--- config.mk ---
export PLATFORM = sky130hd
export DESIGN_NAME = dptr_pipe
export DESIGN_NICKNAME = d
export VERILOG_FILES = /design/src/rtl/dptr_pipe.sv
export SDC_FILE = /design/constraint.sdc
export NUM_CORES = 2
export LEC_CHECK = 0
export BUFFER_PORTS_ARGS = -buffer_cell sky130_fd_sc_hd__buf_2
export CORE_ASPECT_RATIO = 0.6
export CORE_MARGIN = 5
export CORE_UTILIZATION = 45
export CTS_BUF_LIST = sky130_fd_sc_hd__clkbuf_8 sky130_fd_sc_hd__clkbuf_16
export CTS_CLUSTER_SIZE = 30
export DETAILED_ROUTE_END_ITERATION = 10
export SETUP_SLACK_MARGIN = 0.15
export SLEW_MARGIN = 10
export SYNTH_ARGS = -nofsm -noshare
export SYNTH_HDL_FRONTEND = slang
export SYNTH_SLANG_ARGS = --single-unit
export TNS_END_PERCENT = 10
--- constraint.sdc ---
create_clock -name clk -period 9.3 [get_ports clk]
set_input_delay 0.465 -clock clk [delete_from_list [all_inputs] [get_ports clk]]
set_output_delay 0.465 -clock clk [all_outputs]
set_load 0.01 [all_outputs]
--- src/rtl/dptr_pipe.sv ---
// Two-stage pipelined MIPS R-type datapath: decode/operand fetch into an ID/EX
// register, then a registered ALU/writeback stage with a single forwarding path.
module dptr_pipe #(
  parameter int DATA_W = 32,
  parameter int REGS   = 32,
  localparam int REG_AW = $clog2(REGS)
) (
  input  logic              clk,
  input  logic              rst,
  input  logic              in_valid,
  input  logic [31:0]       instr,
  input  logic              ld_en,
  input  logic [REG_AW-1:0] ld_addr,
  input  logic [DATA_W-1:0] ld_data,
  input  logic [REG_AW-1:0] dbg_addr,
  output logic [DATA_W-1:0] dbg_data,
  output logic              res_valid,
  output logic [4:0]        res_rd,
  output logic [DATA_W-1:0] res_data,
  output logic              res_zf,
  output logic              res_ill
);

  localparam logic [5:0] F_ADD = 6'b100000;
  localparam logic [5:0] F_SUB = 6'b100010;
  localparam logic [5:0] F_AND = 6'b100100;
  localparam logic [5:0] F_OR  = 6'b100101;
  localparam logic [5:0] F_NOR = 6'b100111;
  localparam logic [5:0] F_SLT = 6'b101010;
  localparam logic [5:0] F_SLL = 6'b000000;
  localparam logic [5:0] F_SRL = 6'b000010;
  localparam logic [5:0] REGS_L = 6'(REGS);

  function automatic logic funct_ok(input logic [5:0] f);
    logic ok;
    case (f)
      F_ADD, F_SUB, F_AND, F_OR, F_NOR, F_SLT, F_SLL, F_SRL: ok = 1'b1;
      default: ok = 1'b0;
    endcase
    return ok;
  endfunction

  function automatic logic [DATA_W-1:0] alu_fn(input logic [5:0] f, input logic [4:0] sh,
                                               input logic [DATA_W-1:0] a,
                                               input logic [DATA_W-1:0] b);
    logic [DATA_W-1:0] r;
    case (f)
      F_ADD:   r = a + b;
      F_SUB:   r = a - b;
      F_AND:   r = a & b;
      F_OR:    r = a | b;
      F_NOR:   r = ~(a | b);
      F_SLT:   r = {{(DATA_W-1){1'b0}}, ($signed(a) < $signed(b))};
      F_SLL:   r = b << sh;
      F_SRL:   r = b >> sh;
      default: r = '0;
    endcase
    return r;
  endfunction

  logic [DATA_W-1:0] bank_r [REGS];

  logic              s1_valid_r;
  logic              s1_legal_r;
  logic [5:0]        s1_funct_r;
  logic [4:0]        s1_shamt_r;
  logic [4:0]        s1_rd_r;
  logic [DATA_W-1:0] s1_a_r;
  logic [DATA_W-1:0] s1_b_r;

  logic              res_valid_r;
  logic [4:0]        res_rd_r;
  logic [DATA_W-1:0] res_data_r;
  logic              res_zf_r;
  logic              res_ill_r;

  logic [5:0]        op_s;
  logic [4:0]        rs_s;
  logic [4:0]        rt_s;
  logic [4:0]        rd_s;
  logic              legal_s;
  logic [DATA_W-1:0] alu_s;
  logic              wb_en_s;
  logic [DATA_W-1:0] opa_s;
  logic [DATA_W-1:0] opb_s;

  assign op_s = instr[31:26];
  assign rs_s = instr[25:21];
  assign rt_s = instr[20:16];
  assign rd_s = instr[15:11];

  assign legal_s = (op_s == 6'd0) && ({1'b0, rs_s} < REGS_L) && ({1'b0, rt_s} < REGS_L)
                   && ({1'b0, rd_s} < REGS_L) && funct_ok(instr[5:0]);

  assign alu_s   = alu_fn(s1_funct_r, s1_shamt_r, s1_a_r, s1_b_r);
  // Only a retiring legal instruction with a nonzero destination writes or forwards.
  assign wb_en_s = s1_valid_r && s1_legal_r && (s1_rd_r != 5'd0);

  // Operand A: forward from the retiring instruction, else bank with r0 forced to zero.
  always_comb begin
    opa_s = '0;
    if (wb_en_s && (rs_s == s1_rd_r)) begin
      opa_s = alu_s;
    end else if (rs_s == 5'd0) begin
      opa_s = '0;
    end else begin
      opa_s = bank_r[rs_s[REG_AW-1:0]];
    end
  end

  // Operand B: same selection as operand A on the rt field.
  always_comb begin
    opb_s = '0;
    if (wb_en_s && (rt_s == s1_rd_r)) begin
      opb_s = alu_s;
    end else if (rt_s == 5'd0) begin
      opb_s = '0;
    end else begin
      opb_s = bank_r[rt_s[REG_AW-1:0]];
    end
  end

  // ID/EX pipeline register.
  always_ff @(posedge clk) begin
    if (rst) begin
      s1_valid_r <= 1'b0;
      s1_legal_r <= 1'b0;
      s1_funct_r <= 6'd0;
      s1_shamt_r <= 5'd0;
      s1_rd_r    <= 5'd0;
      s1_a_r     <= '0;
      s1_b_r     <= '0;
    end else begin
      s1_valid_r <= in_valid;
      s1_legal_r <= legal_s;
      s1_funct_r <= instr[5:0];
      s1_shamt_r <= instr[10:6];
      s1_rd_r    <= rd_s;
      s1_a_r     <= opa_s;
      s1_b_r     <= opb_s;
    end
  end

  // Result register; a bubble clears res_valid and leaves the other fields alone.
  always_ff @(posedge clk) begin
    if (rst) begin
      res_valid_r <= 1'b0;
      res_rd_r    <= 5'd0;
      res_data_r  <= '0;
      res_zf_r    <= 1'b0;
      res_ill_r   <= 1'b0;
    end else begin
      res_valid_r <= s1_valid_r;
      if (s1_valid_r) begin
        res_rd_r   <= s1_rd_r;
        res_ill_r  <= !s1_legal_r;
        res_data_r <= s1_legal_r ? alu_s : '0;
        res_zf_r   <= s1_legal_r && (alu_s == '0);
      end else begin
        res_rd_r   <= res_rd_r;
        res_ill_r  <= res_ill_r;
        res_data_r <= res_data_r;
        res_zf_r   <= res_zf_r;
      end
    end
  end

  // Register bank: writeback has priority over the load port on the same edge.
  always_ff @(posedge clk) begin
    if (rst) begin
      for (int i = 0; i < REGS; i++) begin
        bank_r[i] <= '0;
      end
    end else if (wb_en_s) begin
      bank_r[s1_rd_r[REG_AW-1:0]] <= alu_s;
    end else if (ld_en && (ld_addr != '0)) begin
      bank_r[ld_addr] <= ld_data;
    end else begin
      bank_r[0] <= '0;
    end
  end

  assign dbg_data  = bank_r[dbg_addr];
  assign res_valid = res_valid_r;
  assign res_rd    = res_rd_r;
  assign res_data  = res_data_r;
  assign res_zf    = res_zf_r;
  assign res_ill   = res_ill_r;

endmodule

# Yosys cells after proc, flatten, opt, wreduce, memory -nomap -nowiden
# Memories as Yosys holds them, arrays and structs flattened.
# Index checks and enable logic that the tools add are counted.
[word_totals] ramBits=1024 mem_bits_ro=0 output_inout_bits=72 ff_bits=122 mem_count=1 latch_bits=0
[classes] mux=27 n_shift=2 n_eq_ne=16 multipliers=0 bitwise_logic=4 n_div=0 n_reduce_logical=19 add_sub_neg=2 magnitude_cmp=1
[mem_list] memory="bank_r" words=32 word_bits=32 read_ports=3 rd_clocked_by_memory_dff=0 wr=32 line_no="61" rtl="logic [DATA_W-1:0] bank_r [REGS];"
[op_table] cell="$mux 32" n=8
[op_table] cell="$pmux 32 s8" n=1
[op_table] cell="$eq 6x6->1 const B" n=12
[op_table] cell="$reduce_or 32->1" n=2
[op_table] cell="$add 32x32->32" n=1
[op_table] cell="$and 32x32->32" n=1
[op_table] cell="$logic_not 32->1" n=1
[op_table] cell="$lt 32x32->1" n=1
[op_table] cell="$not 32->32" n=1
[op_table] cell="$or 32x32->32" n=1
[op_table] cell="$shl 32x5->32" n=1
[op_table] cell="$shr 32x5->32" n=1
[op_table] cell="$sub 32x32->32" n=1
[op_table] cell="$logic_not 6->1" n=3
[op_table] cell="$mux 1" n=16
[op_table] cell="$eq 6x2->1 const B" n=2
[op_table] cell="$eq 5x5->1" n=2
[op_table] cell="$logic_not 5->1" n=2
[op_table] cell="$mux 5" n=2
[op_table] cell="$reduce_bool 5->1" n=2
[op_table] cell="$reduce_or 8->1" n=1
[op_table] cell="$logic_and 1x1->1" n=7
[op_table] cell="$logic_not 1->1" n=1
[op_table] cell="$or 1x1->1" n=1

# Depth between registers and ports, before layout
[depth] word_depth=9 mapped_depth=18 depth_no_buf=15

# Worst setup path before layout
# OpenSTA, ideal clock, no wires.
[synth_timing] path_type="register -> register" startpoint="register s1_b_r[11]" endpoint="memory bank_r[10][24] (data pin)" slack_ns=4.910 stages_incl_launch_ff=18 arrival_time_ns=4.124 setup_ns=0.266 required_time_ns=9.034 n_path_buf=4 synth_period_minus_slack_ns=4.390 path_cell_list="dfxtp_1 -> clkbuf_1 -> inv_1 -> ha_1 -> buf_2 -> or3_1 -> clkbuf_1 -> a2111oi_2 -> nor3_1 -> o31ai_1 -> a31oi_1 -> nor4b_1 -> nor2_1 -> a221o_1 -> a221o_1 -> mux2i_1 -> clkbuf_1 -> nor2_1"
[synth_rtl] element="start: declaration" line_no="69" rtl="logic [DATA_W-1:0] s1_b_r;"
[synth_rtl] element="start signal: assignment" line_no="140" rtl="s1_b_r <= opb_s;"
[synth_rtl] element="end: declaration" line_no="61"

# Final worst setup path
[layout_timing] startpoint="register s1_b_r[5]" endpoint="register res_zf_r, in the netlist res_zf"
[layout_between] elab_chain_len=5 elab_cells_between_ends=11
[layout_rtl] element="parallel branches: the longest is 2 deep, another holds $sub 32x32->32"
[layout_rtl] element="$pmux 32 s8 (*)" line_no="47" rtl="case (f)"
[layout_rtl] element="$logic_not 32->1 (*)" line_no="158" rtl="res_zf_r <= s1_legal_r && (alu_s == '0);"
[layout_rtl] element="$logic_and 1x1->1 (*)" line_no="158"
[layout_rtl] element="end signal: assignment" line_no="158"
[layout_rtl] element="end signal: assignment" line_no="163" rtl="res_zf_r <= res_zf_r;"
[layout_rtl] element="end: declaration" line_no="74" rtl="logic res_zf_r;"
# Every way passes the cells marked *.
# A chain may end at the register's enable or synchronous reset.

==> run metrics <==
result of the run=finished clean; total non-filler cell area in the finished layout=81,600 um^2; peak fanout along the critical path=9; maximum number of pins on one net before global-route repair=140; hold endpoint=s1_shamt_r[4]; leakage component of the power=28.6 nW; via count of the first global-routing pass=55.1k; dominant register cell in the synthesized netlist=edfxtp_1; DIE AREA=174,000 um^2; async set-or-reset flop fraction in the synthesized netlist=0%; wire per inst=39.6 um; number of buffers between clock root and the deepest sink=3; vias per inst=7.14; Worst Clk Skew=0.0377 ns; Mean Syn Cell Area=12.3 um^2; clock root buffer master=clkbuf_16; total overflow reported by the global router=0; number of levels in the clock H-tree=3; dominant cells by area after synthesis=edfxtp_1, mux4_2, nor2_1; final-report setup violation count=0; clock latency reported for the late side of the worst-skew pair=0.77 ns; share of the synthesized area in the top cell type=41.4%; total via count in the routed design=58.4k; core box area=164,000 um^2; number of endpoints with negative hold slack in the final report=0; # Post-CTS Setup Buffers=0; number of cells produced by synthesis=6,028; Max Clock Freq=134 MHz; Gate power share=22.5%; die span in y=325 um; synthesis-stage register bit count=1,146; clock buffer count from CTS=114; floorplan die width=535 um; count of cell types in the netlist=96; endpoint kind of the worst setup timing path=flop; Cell Int Power=0.00963 W; worst vdd rail ir drop=175 uV; sum of negative setup slack=0 ns; hold path cells=2; hold crit path type=in -> reg; area of placed instances=77,600 um^2; capturing point of the worst reg2reg path=res_zf; number of antenna violations at the first check in global routing=9; sequential fraction of the synthesis area=44.7%; Critical Path AT=8.12 ns; Slew Limit Fails=0; Routed Wire Length=324,000 um; post-detailed-route count of antenna-violating nets=0; number of nets in the final layout=6,105; CTS tree=done; count of max-cap constraint violations=0; HPWL Detailed=206,000 um; total iterations of the first detailed-routing run=8; Net Sw Power=0.00450 W; Slew Limit Headroom=5.73%; category of the worst setup path launch point=flop; DRC violations left=0; part of the total power dissipated in sequential elements=42.5%; Net Sw Frac=31.9%; netlist area before placement=74,300 um^2; hold path startpoint=instr[10]; wire length of the first global-routing pass=447,000 um; Reg clk slew, reported paths=0.08 ns; TritonCTS Sinks=1,146; cell taking the most area after synthesis=edfxtp_1; most common cell after layout, fill and taps aside=nor2_1; transition time of the tightest slew-check pin=1.40 ns; worst r2r path cells=14; power density normalized to cell area=173 nW/um^2; final worst-path cycle share=80.0%; synth-to-layout area growth=9.87%; iteration-0 DRC count of the detailed router=10.4k; worst path required time=9.97 ns; buffers added on ports=149; count of flip-flops with a built-in enable after synthesis=1,024; setup repair after global routing missed its margin=no; Synthesis Warnings=0; last weighted congestion value of the routability-driven placer=1.13; Placement Rows=115; count of pins on the block boundary=150; commonest non-fill, non-tap cells in the layout=nor2_1, edfxtp_1, mux4_2; Resized cells post-CTS=0; path type of the worst setup path=reg -> reg; shortest clock period the worst path allows after layout=7.44 ns; total routing usage reported by global routing=36.5%; reg-to-reg slack, setup=1.86 ns; Clk network pwr share=34.9%; layout cells sized above 1=25.4%; initial core utilization=45.3%; startpoint of the lowest-slack register-to-register path=s1_b_r[5]
[power groups by stage]
stage / Clock [W] / Sequential (W) / Combinational (W)
6_report: 0.00493 / 0.00601 / 0.00319
5_1_grt: 0.00516 / 0.00603 / 0.00326
4_1_cts: 0.00495 / 0.00600 / 0.00307
3_5_place_dp: 0 / 0.00611 / 0.00305
3_3_place_gp: 0 / 0.00609 / 0.00306
2_1_floorplan: 0 / 0.00603 / 0.00189
[Yosys cell counts (56+ instances only)]
cell type / n
o21ai_0: 79
buf_1: 85
mux4_2: 815
nand2b_1: 107
a21oi_1: 239
o211ai_1: 89
dfxtp_1: 122
clkbuf_1: 487
nor2_1: 1285
inv_1: 100
edfxtp_1: 1024
a32oi_1: 60
mux2i_1: 339
nand2_1: 337
ha_1: 113
a221oi_1: 78
a22oi_1: 56
[worst max-delay path, cell delays in order (launching register included)]
cell and delay [ns]:
dfxtp_1 0.62, inv_1 0.13, ha_1 0.58, inv_1 0.10
a221oi_1 1.16, nand2_1 0.46, a311oi_1 0.44, o221ai_1 0.18
nand2_1 0.20, nand3_1 0.35, nor4_1 1.24, nand4_1 0.48
or4_1 0.63, or4_1 0.52, o32ai_1 0.24
[kinds of logic after synthesis]
group / synth area share, %
other: 0.00505
buffers and inverters: 3.81
DFF: 44.7
and+or+nand+nor: 10.8
AOI/OAI and AO/OA: 7.92
muxes: 30.2
xor gates and xnor gates: 0.625
adders and majority gates: 1.96
[flip-flops by register name, summed over array words and instances, names as in the netlist]
signal      count
bank_r       1024
res_data       32
res_ill         1
res_rd          5
res_valid       1
res_zf          1
s1_a_r         32
s1_b_r         32
s1_funct_r      6
s1_legal_r      1
s1_rd_r         5
s1_shamt_r      5
s1_valid_r      1
[final cells by class]
class,count,area [um^2]
fill,14367,82400
inverter,102,383
sequential,1146,33200
timing repair buffer,354,2500
clock inverter,94,887
tap,2164,2710
antenna,2,5.00
multi-input combinational,4194,39000
clock buffer,119,2960
[how the worst max path moves through the flow]
stage / end / slack [ns] / start
6_report: res_zf / 1.86 / s1_b_r[5]
5_1_grt: res_zf / 2.28 / s1_b_r[5]
4_1_cts: res_zf / 2.72 / s1_b_r[5]
3_5_place_dp: res_zf / 2.74 / s1_b_r[5]
3_3_place_gp: res_zf / 2.76 / s1_b_r[5]
2_1_floorplan: bank_r[10][24] / 4.91 / s1_b_r[11]
[per-layer routing]
metal	GRT usage (%)	wire length [um]	vias up
li1	-	-	22977
met1	54.1	129000	29607
met2	47.3	126000	5103
met3	15.9	55700	706
met4	12.4	13300	4
met5	0	21	-
[repair_timing]
item	in CTS	in global routing
setup endpoints to repair	0	0
hold buffers	17	0
endpoints found under the hold margin	15	0
[stage by stage]
stage	instances	hold slack [ns]	setup WS, ns	total power [W]	util [%]
global route	8174	0.0279	2.28	0.0144	49.8
finish	8175	0.0521	1.86	0.0141	49.8
global placement	7942	0.470	2.76	0.00915	47.3
floorplan	6059	0.502	4.91	0.00792	-
CTS	8172	0.0102	2.72	0.0140	49.7
detailed placement	7942	0.478	2.74	0.00916	47.3
Note: power is estimated with default switching activity, not from simulation.
